## config.mk

```make
export PLATFORM = sky130hd
export DESIGN_NAME = serial_ripple_subtractor
export DESIGN_NICKNAME = d
export VERILOG_FILES = /design/src/rtl/serial_ripple_subtractor_pkg.sv /design/src/rtl/full_subtractor.sv /design/src/rtl/serial_ripple_subtractor.sv
export SDC_FILE = /design/constraint.sdc
export NUM_CORES = 1
export LEC_CHECK = 0
export CELL_PAD_IN_SITES_DETAIL_PLACEMENT = 2
export CELL_PAD_IN_SITES_GLOBAL_PLACEMENT = 2
export CORE_ASPECT_RATIO = 0.75
export CORE_MARGIN = 2
export CORE_UTILIZATION = 25
export DETAILED_ROUTE_END_ITERATION = 6
export HOLD_SLACK_MARGIN = 0.03
export PLACE_DENSITY_LB_ADDON = 0.1
export SLEW_MARGIN = 20
export SYNTH_ARGS = -nofsm -noshare
export SYNTH_HDL_FRONTEND = slang
export SYNTH_SLANG_ARGS = --single-unit
export TNS_END_PERCENT = 100
```

## constraint.sdc

```tcl
create_clock -name clk -period 1.9 [get_ports clk]
set_input_delay 0.285 -clock clk [delete_from_list [all_inputs] [get_ports clk]]
set_output_delay 0.285 -clock clk [all_outputs]
set_load 0.02 [all_outputs]
```

## src/rtl/serial_ripple_subtractor_pkg.sv

```systemverilog
// Shared types and sizing helpers for the bit-serial ripple subtractor.
package subtractor_pkg;

  typedef enum logic [1:0] {
    IDLE = 2'd0,
    RUN  = 2'd1,
    DONE = 2'd2
  } sub_state_t;

  // Bit index counter width; never narrower than one bit.
  function automatic int count_width(input int width);
    return ($clog2(width) < 1) ? 1 : $clog2(width);
  endfunction

endpackage

```

## src/rtl/full_subtractor.sv

```systemverilog
// Gate-level 1-bit full subtractor: d = a ^ b ^ bin, bout = (~a & b) | (~(a ^ b) & bin).
module full_subtractor (
  input  logic a,
  input  logic b,
  input  logic bin,
  output logic d,
  output logic bout
);

  wire w_axb;
  wire w_na;
  wire w_naxb;
  wire w_t1;
  wire w_t2;

  xor u_x1 (w_axb, a, b);
  xor u_x2 (d, w_axb, bin);
  not u_n1 (w_na, a);
  not u_n2 (w_naxb, w_axb);
  and u_a1 (w_t1, w_na, b);
  and u_a2 (w_t2, w_naxb, bin);
  or  u_o1 (bout, w_t1, w_t2);

endmodule

```

## src/rtl/serial_ripple_subtractor.sv

```systemverilog
// Bit-serial unsigned subtractor d = a - b - bin, LSB first, one bit per clock,
// with valid/ready handshakes on both sides.
module serial_ripple_subtractor
  import subtractor_pkg::*;
#(
  parameter int bit_width = 8
) (
  input  logic                 clk,
  input  logic                 rst_n,
  input  logic                 in_valid,
  output logic                 in_ready,
  input  logic [bit_width-1:0] a,
  input  logic [bit_width-1:0] b,
  input  logic                 bin,
  output logic                 out_valid,
  input  logic                 out_ready,
  output logic [bit_width-1:0] d,
  output logic                 bout
);

  localparam int CW = count_width(bit_width);
  localparam logic [CW-1:0] LAST_BIT = CW'(bit_width - 1);

  sub_state_t           r_state;
  logic [CW-1:0]        r_count;
  logic [bit_width-1:0] r_a;
  logic [bit_width-1:0] r_b;
  logic [bit_width-2:0] r_acc;
  logic                 r_borrow;
  logic [bit_width-1:0] r_d;
  logic                 r_bout;
  logic                 r_out_valid;

  wire                  w_diff;
  wire                  w_borrow_next;
  logic [bit_width-1:0] w_shift;

  full_subtractor u_fs (
    .a    (r_a[0]),
    .b    (r_b[0]),
    .bin  (r_borrow),
    .d    (w_diff),
    .bout (w_borrow_next)
  );

  // Newest difference bit enters at the MSB; on the last bit this is the full result.
  assign w_shift = {w_diff, r_acc};

  always_ff @(posedge clk or negedge rst_n) begin
    if (!rst_n) begin
      r_state     <= IDLE;
      r_count     <= '0;
      r_a         <= '0;
      r_b         <= '0;
      r_acc       <= '0;
      r_borrow    <= 1'b0;
      r_d         <= '0;
      r_bout      <= 1'b0;
      r_out_valid <= 1'b0;
    end else begin
      case (r_state)
        IDLE: begin
          if (in_valid) begin
            r_a      <= a;
            r_b      <= b;
            r_borrow <= bin;
            r_count  <= '0;
            r_state  <= RUN;
          end
        end
        RUN: begin
          r_a      <= r_a >> 1;
          r_b      <= r_b >> 1;
          r_acc    <= w_shift[bit_width-1:1];
          r_borrow <= w_borrow_next;
          if (r_count == LAST_BIT) begin
            r_d         <= w_shift;
            r_bout      <= w_borrow_next;
            r_out_valid <= 1'b1;
            r_state     <= DONE;
          end else begin
            r_count <= r_count + CW'(1);
          end
        end
        DONE: begin
          if (out_ready) begin
            r_out_valid <= 1'b0;
            r_state     <= IDLE;
          end
        end
        default: begin
          r_out_valid <= 1'b0;
          r_state     <= IDLE;
        end
      endcase
    end
  end

  assign in_ready  = (r_state == IDLE);
  assign out_valid = r_out_valid;
  assign d         = r_d;
  assign bout      = r_bout;

endmodule
```

==> impl_metrics.env, run 1 <==
export IMPL_port_buffers=31
export IMPL_syn_nets=168
export IMPL_net_count_reported_at_finish=206
export IMPL_fin_util_pct=33.70
export IMPL_mappedNetlistArea_um2=1777
export IMPL_post_drt_antenna_nets=0
export IMPL_grtUsageMet1_pct=20.02
export IMPL_criticalPathCategory="reg -> reg"
export IMPL_clock_sinks=39
export IMPL_fin_cells=267
export IMPL_stdcell_area_um2=2302
export IMPL_globalRouteMet2Util_pct=20.53
export IMPL_drt_vias_per_instance=4.933
export IMPL_numCtsBuffers=5
export IMPL_crit_fanout=11
export IMPL_outcome="finished clean"
export IMPL_netlist_cell_type_count=31
export IMPL_setup_worst_path_end_class="register"
export IMPL_global_route_usage_total_pct=13.98
export IMPL_grt_setup_unrepaired="no"
export IMPL_synth_cells=144
export IMPL_place_hpwl_mm=3.407
export IMPL_dp_cells=258
export IMPL_post_drt_wl_per_cell_um=18.22
export IMPL_first_pass_detailed_route_iteration_total=4
export IMPL_fp_dieArea_um2=7804
export IMPL_drv_cap=0
export IMPL_max_slew_margin_rel_pct=78.31
export IMPL_synth_seq_cells=39
export IMPL_diode_insertion_count_for_antenna_repair=0
export IMPL_power_per_cell_area_nw_per_um2=1644
export IMPL_number_of_antenna_violations_at_the_first_check_in_global_routing=0
export IMPL_p_comb_share_pct=43.4
export IMPL_cts_root_to_sink_buffers=2
export IMPL_final_hold_vios=0
export IMPL_routed_wl_mm=4.865
export IMPL_worst_slew_pin_transition_ps=324.8
export IMPL_post_route_cells_drive_above_1_share_pct=21.31
export IMPL_start_util_pct=26.01
export IMPL_finalCritPeriodShare_pct=86.87
export IMPL_timing_hold_ws_ps=484.3
export IMPL_grt_pass1_wl_mm=8.238
export IMPL_seq_power_share_pct=39.8
export IMPL_seq_area_frac_synth_pct=54.93
export IMPL_cp_data_arrival_time_ps=1830
export IMPL_synth_warnings=0
export IMPL_min_path_type="in -> async"
export IMPL_fmaxAchievable_mhz=605.9
export IMPL_worst_clock_skew_ps=5.928
export IMPL_post_cts_clock_slew_at_the_launch_and_capture_registers_of_the_worst_setup_and_hold_paths_ps=80
export IMPL_clock_latency_ps=290
export IMPL_time_the_worst_path_needs_with_i_o_delays_and_setup_ps=1651
export IMPL_flow_area_growth_from_synthesis_pct=29.58
export IMPL_totalNegativeSetupSlack_ps=0
export IMPL_gr_total_overflow=0
export IMPL_required_ps=2080
export IMPL_first_global_vias=1485
export IMPL_timing_max_transition_violations_final=0
export IMPL_routabilityCongestion=0.6930
export IMPL_num_io_pins=32
export IMPL_p_int_mw=2.399
export IMPL_placed_instance_area_um2=2190
export IMPL_post_cts_buffers=0
export IMPL_floorplan_die_height_um=77.01
export IMPL_drc_errors=0
export IMPL_die_w_um=101.3
export IMPL_grt_busiest_layer="met2"
export IMPL_rows=26
export IMPL_power_share_switching_pct=36.61
export IMPL_gr_usage_met3_pct=4.376
export IMPL_clockRootBuffer="clkbuf_8"
export IMPL_clock_power_share_pct=16.8
export IMPL_p_leak_nw=0.9934
export IMPL_tritoncts="done"
export IMPL_route_vias_total=1317
export IMPL_crit_path_start_kind="register"
export IMPL_htreeDepth=2
export IMPL_final_setup_viol_count=0
export IMPL_avgSynthCellArea_um2=12.34
export IMPL_core_region_area_um2=6832
export IMPL_n_fill_cell=734
export IMPL_drt_iter0_drc=44
export IMPL_grt_start_max_net_pins=40
export IMPL_p_sw_mw=1.386
export IMPL_ir_drop_mv=0.3486
-- placed cells by master, fill, tap and decap left out, types with 2 or more instances in the layout --
| master | Yosys | layout |
|---|---|---|
| mux2_2 | 8 | 8 |
| clkdlybuf4s50_1 | 0 | 29 |
| mux2_4 | 7 | 7 |
| buf_4 | 1 | 8 |
| nand2_1 | 4 | 4 |
| inv_1 | 4 | 4 |
| o2bb2ai_1 | 3 | 3 |
| clkbuf_8 | 0 | 7 |
| dfrtp_1 | 39 | 39 |
| a22oi_1 | 3 | 3 |
| o22ai_1 | 22 | 22 |
| o21ai_0 | 4 | 4 |
| a21oi_1 | 13 | 13 |
| o221a_2 | 2 | 2 |
| ha_1 | 2 | 2 |
| nor2_1 | 5 | 5 |
| nand2b_1 | 3 | 3 |
| nand3b_1 | 2 | 2 |
-- registers in the layout (all words and copies together) (netlist names) --
| name | count |
|---|---|
| d | 8 |
| out_valid | 1 |
| bout | 1 |
| r_a | 8 |
| r_count | 3 |
| r_borrow | 1 |
| r_b | 8 |
| r_acc | 7 |
| r_state | 2 |
-- critical path, stage by stage (launching register included) --
cell and delay (ps):
dfrtp_1 410, ha_1 220, ha_1 290, nand3b_4 240, mux2_2 370
-- per-stage QoR --
stage	power (mW)	setup slack (ps)
floorplan	2.589	361.4
global placement	3.097	320.7
detailed placement	3.189	252.2
CTS	3.830	84.11
global route	4.099	148.3
finish	3.785	249.5
-- layer usage --
metal  up-vias  share of wire (%)
met4         0               0.95
met5         -                  0
met1       680                 50
li1        611                  -
met2        21                 46
met3         5                3.4
-- cells by family after synthesis --
family | count (synthesis) | share of synthesized area, %
simple gates | 20 | 6.761
compound gates | 52 | 19.37
flops | 39 | 54.93
fa+ha+maj | 3 | 2.535
mux | 15 | 10.99
buf+inv | 15 | 5.422
-- cell usage after synthesis (all sizes together) --
library cell / number / area, um2
fa: 1 / 20.02
nand2b: 4 / 27.53
a2bb2oi: 1 / 8.760
dfrtp: 39 / 975.9
o31ai: 1 / 7.510
mux2: 15 / 195.2
nor3: 1 / 5.000
o21ai: 4 / 20.02
a22oi: 3 / 22.52
a21oi: 13 / 65.06
nor2b: 1 / 6.260
o2bb2ai: 3 / 26.28
o32ai: 1 / 8.760
o221a: 2 / 22.52
or2: 1 / 6.260
buf: 10 / 77.57
ha: 2 / 25.02
o22ai: 22 / 137.6
nor2: 6 / 25.03
a221oi: 1 / 15.01
inv: 5 / 18.76
nand3b: 3 / 35.03
a32o: 1 / 10.01
nand2: 4 / 15.01
-- power by group through the flow --
stage	Clock, mW	Sequential [mW]	Combinational [mW]
floorplan	0	1.56	1.03
global placement	0	1.50	1.60
detailed placement	0	1.52	1.67
CTS	0.644	1.51	1.67
global route	0.700	1.57	1.82
finish	0.635	1.51	1.64
-- cell type report --
class | count | area [um2] | area share [%]
Sequential cell | 39 | 975.9 | 42.39
Clock buffer | 8 | 100.1 | 4.348
Tap cell | 84 | 105.1 | 4.565
Timing Repair Buffer | 41 | 397.9 | 17.28
Multi-Input combinational cell | 90 | 704.4 | 30.60
Inverter | 5 | 18.77 | 0.8152
-- final timing paths --
path	depth (start not counted)	slack, ps	endpoint	startpoint
setup reg to reg	4	250	d[0]	r_count[0]
setup / recovery	4	250	d[0]	r_count[0]
hold / removal	3	480	r_b[5]	rst_n
hold reg to reg	2	500	bout	bout
min in group clk	2	500	bout	bout
max in group asynchronous	3	1210	d[5]	rst_n
-- repair_timing --
item                       in CTS  in global routing
setup endpoints to repair       0                  1
hold endpoints to repair       39                  0
gates resized for setup         0                  1
hold buffers                    1                  0
(Power assumes the default switching activity.)
==> run 2: changes to the inputs <==
- CORE_MARGIN: 2 -> not set
==> run 2 against run 1 <==
Total power down 0.88%. Sequential power about the same. Via count up 0.76%. Non-clock buffer count unchanged. Core utilization down 0.26 points. First-iteration DRC count down 43%. Clock skew up 4.8 ps. Fmax down 1.2%. Highest routed layer unchanged.
==> impl_metrics.env, run 2 (same netlist as run 1, synthesis figures left out) <==
export IMPL_drv_cap=0
export IMPL_cp_data_arrival_time_ps=1850
export IMPL_clock_sinks=39
export IMPL_timing_max_transition_violations_final=0
export IMPL_final_setup_viol_count=0
export IMPL_power_per_cell_area_nw_per_um2=1642
export IMPL_first_global_vias=1510
export IMPL_cts_root_to_sink_buffers=2
export IMPL_totalNegativeSetupSlack_ps=0
export IMPL_number_of_antenna_violations_at_the_first_check_in_global_routing=0
export IMPL_fp_dieArea_um2=7451
export IMPL_grt_setup_unrepaired="no"
export IMPL_clock_latency_ps=300
export IMPL_setup_worst_path_end_class="register"
export IMPL_required_ps=2070
export IMPL_post_drt_wl_per_cell_um=18.30
export IMPL_time_the_worst_path_needs_with_i_o_delays_and_setup_ps=1671
export IMPL_post_route_worst_setup_slack_ps=228.8
export IMPL_post_cts_clock_slew_at_the_launch_and_capture_registers_of_the_worst_setup_and_hold_paths_ps=80
export IMPL_criticalPathCategory="reg -> reg"
export IMPL_start_util_pct=26.01
export IMPL_routabilityCongestion=0.6867
export IMPL_flow_area_growth_from_synthesis_pct=28.59
export IMPL_sequential_cell_area_um2=975.9
export IMPL_post_route_cells_drive_above_1_share_pct=21.31
export IMPL_grt_start_max_net_pins=21
export IMPL_place_hpwl_mm=3.499
export IMPL_final_cell_mix="dfrtp_1 (39), clkdlybuf4s50_1 (29), o22ai_1 (22)"
export IMPL_dp_cells=258
export IMPL_global_route_usage_total_pct=14.62
export IMPL_total_area_of_multi_input_combinational_cells_um2=704.4
export IMPL_grt_pass1_wl_mm=8.169
export IMPL_rows=26
export IMPL_max_slew_margin_rel_pct=67.80
export IMPL_p_total_mw=3.752
export IMPL_n_fill_cell=726
export IMPL_worst_path_most_repeated_cell="ha_1"
export IMPL_crit_path_start_kind="register"
export IMPL_num_io_pins=32
export IMPL_worst_clock_skew_ps=10.76
export IMPL_min_path_type="in -> async"
export IMPL_crit_chain="ha_1 > ha_1 > nand3b_4 > mux2_2"
export IMPL_post_drt_antenna_nets=0
export IMPL_p_leak_nw=0.9858
export IMPL_diode_insertion_count_for_antenna_repair=0
export IMPL_crit_slowest_cell="dfrtp_1"
export IMPL_layout_commonest_cell="dfrtp_1"
export IMPL_worst_slew_pin_transition_ps=483.0
export IMPL_tritoncts="done"
export IMPL_fin_cells=267
export IMPL_finalCritPeriodShare_pct=87.96
export IMPL_worstRegToRegCells=4
export IMPL_port_buffers=31
export IMPL_outcome="finished clean"
export IMPL_htreeDepth=2
export IMPL_drt_iter0_drc=25
export IMPL_numCtsBuffers=5
export IMPL_gr_total_overflow=0
export IMPL_core_region_area_um2=6832
export IMPL_drc_errors=0
export IMPL_floorplan_die_height_um=75.01
export IMPL_ir_drop_mv=0.4149
export IMPL_route_vias_total=1327
export IMPL_drt_vias_per_instance=4.970
export IMPL_first_pass_detailed_route_iteration_total=3
export IMPL_crit_fanout=11
export IMPL_slowest_delay_ps=420
export IMPL_routed_wl_mm=4.887
export IMPL_post_placement_setup_slack_ps=226.9
export IMPL_die_w_um=99.35
export IMPL_post_cts_buffers=0
export IMPL_net_count_reported_at_finish=206
export IMPL_final_hold_vios=0
export IMPL_fmaxAchievable_mhz=598.4
export IMPL_clockRootBuffer="clkbuf_8"
-- run 2: cell count changes in the layout (fill, tap and decap cells not counted), sizes merged --
cell,delta
clkinv,+1
clkbuf,-1
-- run 2: where the power goes --
| group | total, mW | internal [mW] | switching, mW |
|---|---|---|---|
| clock | 0.604 | 0.298 | 0.306 |
| combinational | 1.64 | 0.838 | 0.797 |
| sequential | 1.51 | 1.22 | 0.290 |
| total | 3.75 | 2.36 | 1.39 |
-- run 2: worst paths after layout --
check / endpoint / slack (ps) / startpoint
max: d[0] / 230 / r_count[0]
min: d[3] / 480 / rst_n
max reg2reg: d[0] / 230 / r_count[0]
min reg2reg: bout / 500 / bout
max in group asynchronous: r_b[2] / 860 / rst_n
min in group clk: bout / 500 / bout
-- run 2: area by class of cell --
class / instances / area share [%]
Multi-Input combinational cell: 90 / 30.83
Inverter: 5 / 0.8215
Sequential cell: 39 / 42.72
Tap cell: 84 / 4.600
Clock buffer: 7 / 3.779
Clock inverter: 1 / 0.3834
Timing Repair Buffer: 41 / 16.87
-- run 2: through the flow --
stage | hold WS [ps] | utilization, % | cell area, um2
after floorplan | -10.59 | - | 1777
after global placement | 271.7 | 31.87 | 2177
after detailed placement | 280.6 | 31.87 | 2177
after CTS | 490.9 | 33.41 | 2282
after global routing | 516.9 | 33.44 | 2285
final | 477.0 | 33.44 | 2285
-- run 2: timing repair --
action,4_1_cts,5_1_grt
hold buffers,1,0
endpoints found under the hold margin,18,0
resized for setup,0,1
endpoints found under the setup margin,0,1
-- run 2: worst max-delay path: cells and delay by family, from the launching register on --
family                   cells  cell delay, ps
AND/OR/NAND/NOR              1             240
adder cells (fa/ha/maj)      2             530
multiplexers                 1             360
flip-flops                   1             420
-- run 2: metal layers --
layer / track usage (%) / vias to the layer above / part of all wire (%)
met2: 23.77 / 17 / 46
met4: 5.392 / 0 / 1.5
met1: 19.36 / 692 / 49
met3: 3.343 / 5 / 3.0
met5: 0 / - / 0
li1: - / 613 / -
==> RTL edit 1 (config.mk and constraints of run 1) <==
Reset style: synchronous (`rst_n`), changed in one clocked block.
--- a/src/rtl/serial_ripple_subtractor.sv
+++ b/src/rtl/serial_ripple_subtractor.sv
@@ -47,5 +47,5 @@
   assign w_shift = {w_diff, r_acc};
 
-  always_ff @(posedge clk or negedge rst_n) begin
+  always_ff @(posedge clk) begin
     if (!rst_n) begin
       r_state     <= IDLE;
Formal check against the unedited RTL: differs if rst_n is asserted again (counterexample within 4 cycles, from zero or initial values and one cycle with rst_n low); with rst_n held inactive, the same outputs for 10 cycles.
==> RTL edit 1 against run 1 <==
Area after synthesis fell by 3.2%; final area fell by 6.1%; fmax rose by 5.8%; wire length fell by 11%; sequential cell count did not move; global-route usage fell by 1.7 points; non-clock buffer count fell by 5; setup slack improved by 0.090 ns; largest cell class is now multi-input gates; highest routed layer unchanged.
Power is not compared: it rests on default switching activity, and its combinational part moved more than twofold at a synthesized area within 25%.
==> RTL edit 1: results (changes against run 1) <==
Yosys
  • Post-synthesis async set-or-reset flop share: 0 (was 1.00)
  • Syn Std Cell Area: 0.00172 mm2 (was 0.00178 mm2)
  • Post-synth top cells: 52 x nand2_1, 39 x dfxtp_1, 15 x a21boi_0, 14 x mux2i_1, 14 x o211a_1 (was 39 x dfrtp_1, 22 x o22ai_1, 13 x a21oi_1, 8 x mux2_2, 7 x mux2_4)
  • Area contributors post-synth: dfxtp_1 45%, nand2_1 11%, mux2i_1 8.1% (was dfrtp_1 55%, o22ai_1 7.7%, mux2_4 5.9%)
  • Net Count, Synth: 205 (was 168)
  • Unique masters post-synth: 27 (was 31)
  • Seq/Total Area, Yosys: 0.454 (was 0.549)

Worst setup path
  • R2R Path Start: r_state[0]$_SDFFE_PN0P_ (was r_count[0]$_DFFE_PN0P_)
  • CP top delay family: buffers and inverters (was adder cells)
  • CP peak stage delay: 0.63 ns (was 0.41 ns)
  • WP data required: 1.62 ns (was 2.08 ns)
  • Worst r2r dst: d[0]$_SDFFE_PN0P_ (was d[0]$_DFFE_PN0P_)
  • Reg2reg setup slack: 0.35 ns (was 0.25 ns)
  • Critical Path End: d[7] (was d[0]$_DFFE_PN0P_)
  • CP max FO: 2 (was 11)
  • CP startpoint: d[7]$_SDFFE_PN0P_ (was r_count[0]$_DFFE_PN0P_)
  • Slowest CP cell: clkdlybuf4s50_1 (was dfrtp_1)

Layout
  • Sequential cell count: 39 (unchanged)
  • Fillers: 758 (was 734)
  • Layout cells sized above 1: 0.0569 (was 0.213)
  • Count of plain and timing-repair buffers: 36 (was 41)
  • # clk buffers: 6 (was 8)
  • # nets final: 236 (was 206)
  • Clock Network Area Fraction: 0.0336 (was 0.0435)
  • Invs w/o clock: 2 (was 5)
  • Multi-input logic portion of the cell area: 0.385 (was 0.306)
  • Register area: 781 um2 (was 976 um2)
  • Non-clk buf share: 0.168 (was 0.173)
  • Comb_multi_in: 128 (was 90)

Global route
  • Largest net degree at the start of global routing: 28 (was 40)
  • First-pass GRT wire length: 7.11 mm (was 8.24 mm)
  • Vias in the first global route: 1398 (was 1485)
  • Initial antenna violation count: 0 (unchanged)
  • Total track usage: 0.123 (was 0.140)

Timing
  • Slew HR: 0.682 (was 0.783)
  • Clock skew: 0.00313 ns (was 0.00593 ns)
  • WHS: 0.467 ns (was 0.484 ns)

Hold path
  • Worst Hold Launch: d[1]$_SDFFE_PN0P_
  • HP Class: flop to flop (was input port to async pin)

Placement
  • HPWL reported at the end of detailed placement: 3.17 mm (was 3.41 mm)
  • IO Port Bufs: 31 (unchanged)
  • Placed inst area: 0.00209 mm2 (was 0.00219 mm2)
  • RD Place Congestion: 0.679 (was 0.693)

Outcome
  • Outcome: finished, final reports clean (unchanged)

Drt
  • Initial DRC Count: 32 (was 44)
  • Drt via density: 4.59 (was 4.93)
  • Final wirelength: 4.32 mm (was 4.87 mm)
RTL edit 1: changes by cell type after synthesis, moves of 15 or more:
cell	before	now
nand2_1	4	52
dfrtp_1	39	0
dfxtp_1	0	39
o22ai_1	22	0
a21boi_0	0	15
RTL edit 1: repair_timing:
action,4_1_cts,5_1_grt
setup endpoints to repair,0,1
hold buffers,0,0
gates resized for setup,0,1
endpoints found under the hold margin,0,0
RTL edit 1: per-stage QoR:
| stage | total power, mW | cells | worst slack (ns) | util |
|---|---|---|---|---|
| CTS | 1.67 | 295 | 0.0560 | 0.321 |
| global placement | 1.13 | 289 | 0.338 | 0.310 |
| global route | 1.74 | 295 | 0.146 | 0.321 |
| detailed placement | 1.14 | 289 | 0.292 | 0.310 |
| floorplan | 1.05 | 181 | 0.564 | - |
| finish | 1.63 | 295 | 0.340 | 0.321 |
RTL edit 1: power by group through the flow:
stage               Sequential, mW  Clock (mW)  Combinational [mW]
floorplan                    0.891           0               0.161
global placement             0.896           0               0.231
detailed placement           0.899           0               0.243
CTS                          0.879       0.544               0.245
global route                 0.884       0.590               0.269
finish                       0.879       0.517               0.238
RTL edit 1: logic make-up after synthesis:
kind of cell,after synthesis,share of synthesized area
AND/OR/NAND/NOR,70,0.183
AO/OA/AOI/OAI,41,0.193
flip-flops,39,0.454
buffers and inverters,14,0.0618
multiplexers,14,0.0815
adder cells (fa/ha/maj),3,0.0262
RTL edit 1: layer usage:
layer  track usage  up-vias  routed length, um  part of all wire
li1              -      675                  -                 -
met1         0.168      649               2200              0.51
met2         0.188       23               1900              0.44
met3        0.0330        7                163             0.038
met4        0.0457        0                 59             0.014
met5             0        -                  0                 0
==> RTL edit 2 (config.mk and constraints of run 1) <==
Made on the original files. Change the parameter `bit_width` from 8 to 6.
--- a/src/rtl/serial_ripple_subtractor.sv
+++ b/src/rtl/serial_ripple_subtractor.sv
@@ -4,5 +4,5 @@
   import subtractor_pkg::*;
 #(
-  parameter int bit_width = 8
+  parameter int bit_width = 6
 ) (
   input  logic                 clk,
Interface: changed (resized a, b and d); port bits go from 32 to 26. The function was not compared with the original's and may differ.
==> RTL edit 2 against run 1 <==
Sequential share of layout area is 1.5 points lower; setup slack worse by 0.13 ns; combinational power is 16% lower; total power is 19% lower; non-clock buffer count is 10 lower; area after synthesis is 16% lower; global-route usage is 1.2 points lower; wire length is 23% lower; worst hold slack worse by 0.078 ns; final area is 18% lower; sequential cell count is 8 lower; synthesized cell count is 10% lower.
==> RTL edit 2: results (changes against run 1) <==
Outcome
  • Outcome: finished, final reports clean (unchanged)

Drt
  • Pre-antenna DRT Iters: 4 (unchanged)
  • Initial DRC Count: 58 (was 44)
  • Via count: 1097 (was 1317)
  • Final wirelength: 3.76 mm (was 4.87 mm)
  • Drt via density: 4.65 (was 4.93)

Global route
  • First-pass GRT wire length: 6.47 mm (was 8.24 mm)
  • Vias in the first global route: 1263 (was 1485)
  • Largest net degree at the start of global routing: 32 (was 40)
  • Total track usage: 0.128 (was 0.140)
  • Initial antenna violation count: 0 (unchanged)

Layout
  • # nets final: 178 (was 206)
  • Layout cells sized above 1: 0.184 (was 0.213)
  • Antenna Cells: 0 (unchanged)

Yosys
  • Net Count, Synth: 149 (was 168)
  • Ys Warns: 0 (unchanged)
  • Post-synth top cells: 31 x dfrtp_1, 16 x o21ai_0, 12 x nand2_1, 11 x a22oi_1, 11 x mux2_2 (was 39 x dfrtp_1, 22 x o22ai_1, 13 x a21oi_1, 8 x mux2_2, 7 x mux2_4)
  • Post-synthesis async set-or-reset flop share: 1.00 (unchanged)
  • Area contributors post-synth: dfrtp_1 52%, mux2_2 8.3%, a22oi_1 5.6% (was dfrtp_1 55%, o22ai_1 7.7%, mux2_4 5.9%)
  • Cells after synthesis: 129 (was 144)
  • Seq/Total Area, Yosys: 0.521 (was 0.549)
  • Synth Flop Type: dfrtp_1 (unchanged)
  • Unique masters post-synth: 26 (was 31)

Timing
  • Worst slew pin tran: 0.438 ns (was 0.325 ns)
  • Clock skew: 0.00391 ns (was 0.00593 ns)

Pwr
  • Leakage power: 0.799 nW (was 0.993 nW)
  • Worst IR drop on VDD: 0.000396 V (was 0.000349 V)

Placement
  • IO Port Bufs: 25 (was 31)
  • Cells after DPL: 229 (was 258)
  • Placed inst area: 0.00181 mm2 (was 0.00219 mm2)
  • HPWL reported at the end of detailed placement: 2.63 mm (was 3.41 mm)
  • RD Place Congestion: 0.693 (about the same)

Worst setup path
  • R2R cell count: 4 (unchanged)
  • Arr. time, crit path: 1.50 ns (was 1.83 ns)
  • CP max FO: 2 (was 11)
  • Reg2reg setup slack: 0.35 ns (was 0.25 ns)
  • Worst r2r dst: d[5]$_DFFE_PN0P_ (was d[0]$_DFFE_PN0P_)
  • R2R Path Start: r_count[1]$_DFFE_PN0P_ (was r_count[0]$_DFFE_PN0P_)

Clocking
  • Total CTS buffers: 5 (unchanged)
  • Clock slew at reported path FFs: 0.07 ns
  • Clock root cell: clkbuf_8 (unchanged)
  • Insertion delay to the later sink of the worst-skew pair: 0.28 ns
  • Post-CTS sizing: 0 (unchanged)
  • H-tree depth: 2 (unchanged)
  • CTS max path bufs: 2 (unchanged)
  • Post-CTS setup buffers: 0 (unchanged)

Job
  • Max-Cap Viols: 0 (unchanged)

Hold path
  • HP Class: input port to async pin (unchanged)
-- RTL edit 2: cell types whose count changed in the layout (fill, tap and decap cells not counted), sizes merged, moves of 4 or more --
cell / run 1 / this run
a21oi: 13 / 6
a22oi: 3 / 11
a31oi: 0 / 4
buf: 10 / 6
clkdlybuf4s50: 29 / 25
dfrtp: 39 / 31
mux2: 15 / 11
nand2: 4 / 12
nor2: 6 / 2
nor2b: 1 / 7
o21ai: 4 / 16
o22ai: 22 / 0
-- RTL edit 2: cell families after synthesis --
group,count (synthesis),synth area share
multiplexers,11,0.0833
buffers and inverters,15,0.0622
AND/OR/NAND/NOR,25,0.107
flip-flops,31,0.521
adder cells (fa/ha/maj),3,0.0303
AO/OA/AOI/OAI,44,0.196
-- RTL edit 2: power by group --
| group | switching (mW) | internal (mW) |
|---|---|---|
| Combinational | 0.696 | 0.671 |
| Sequential | 0.217 | 0.952 |
| Clock | 0.242 | 0.284 |
-- RTL edit 2: layer usage --
metal,vias up,routed length [um],GRT usage
met1,559,1700,0.156
met4,0,33,0.0343
li1,517,-,-
met2,16,1930,0.222
met5,-,0,0
met3,5,101,0.0362
-- RTL edit 2: how the worst max path moves through the flow --
stage | startpoint | endpoint
after CTS | r_state[1]$_DFFE_PN0P_ | in_ready
after detailed placement | r_count[1]$_DFFE_PN0P_ | d[5]$_DFFE_PN0P_
after floorplan | r_count[0]$_DFFE_PN0P_ | d[0]$_DFFE_PN0P_
after global routing | r_state[0]$_DFFE_PN0P_ | in_ready
after global placement | in_valid | r_count[2]$_DFFE_PN0P_
final | r_state[0]$_DFFE_PN0P_ | in_ready
-- RTL edit 2: area by class of cell --
class	count	area (um2)
Multi-Input combinational cell	83	619
Timing Repair Buffer	31	295
Inverter	6	22.5
Tap cell	78	97.6
Sequential cell	31	776
Clock inverter	1	5.00
Fill cell	644	3870
Clock buffer	6	82.6
-- RTL edit 2: metrics by stage --
step,power (mW),setup WS [ns],util,hold WS [ns]
after detailed placement,2.59,0.332,0.314,0.478
after floorplan,2.08,0.562,-,-0.0106
final,3.06,0.116,0.329,0.407
after CTS,3.13,0.0607,0.329,0.418
after global routing,3.34,0.0656,0.329,0.435
after global placement,2.51,0.384,0.314,0.471
-- RTL edit 2: worst max-delay path: stages (launching register included) --
cell and delay (ns):
dfrtp_1 0.38, nor2_1 0.20, clkdlybuf4s50_1 0.64
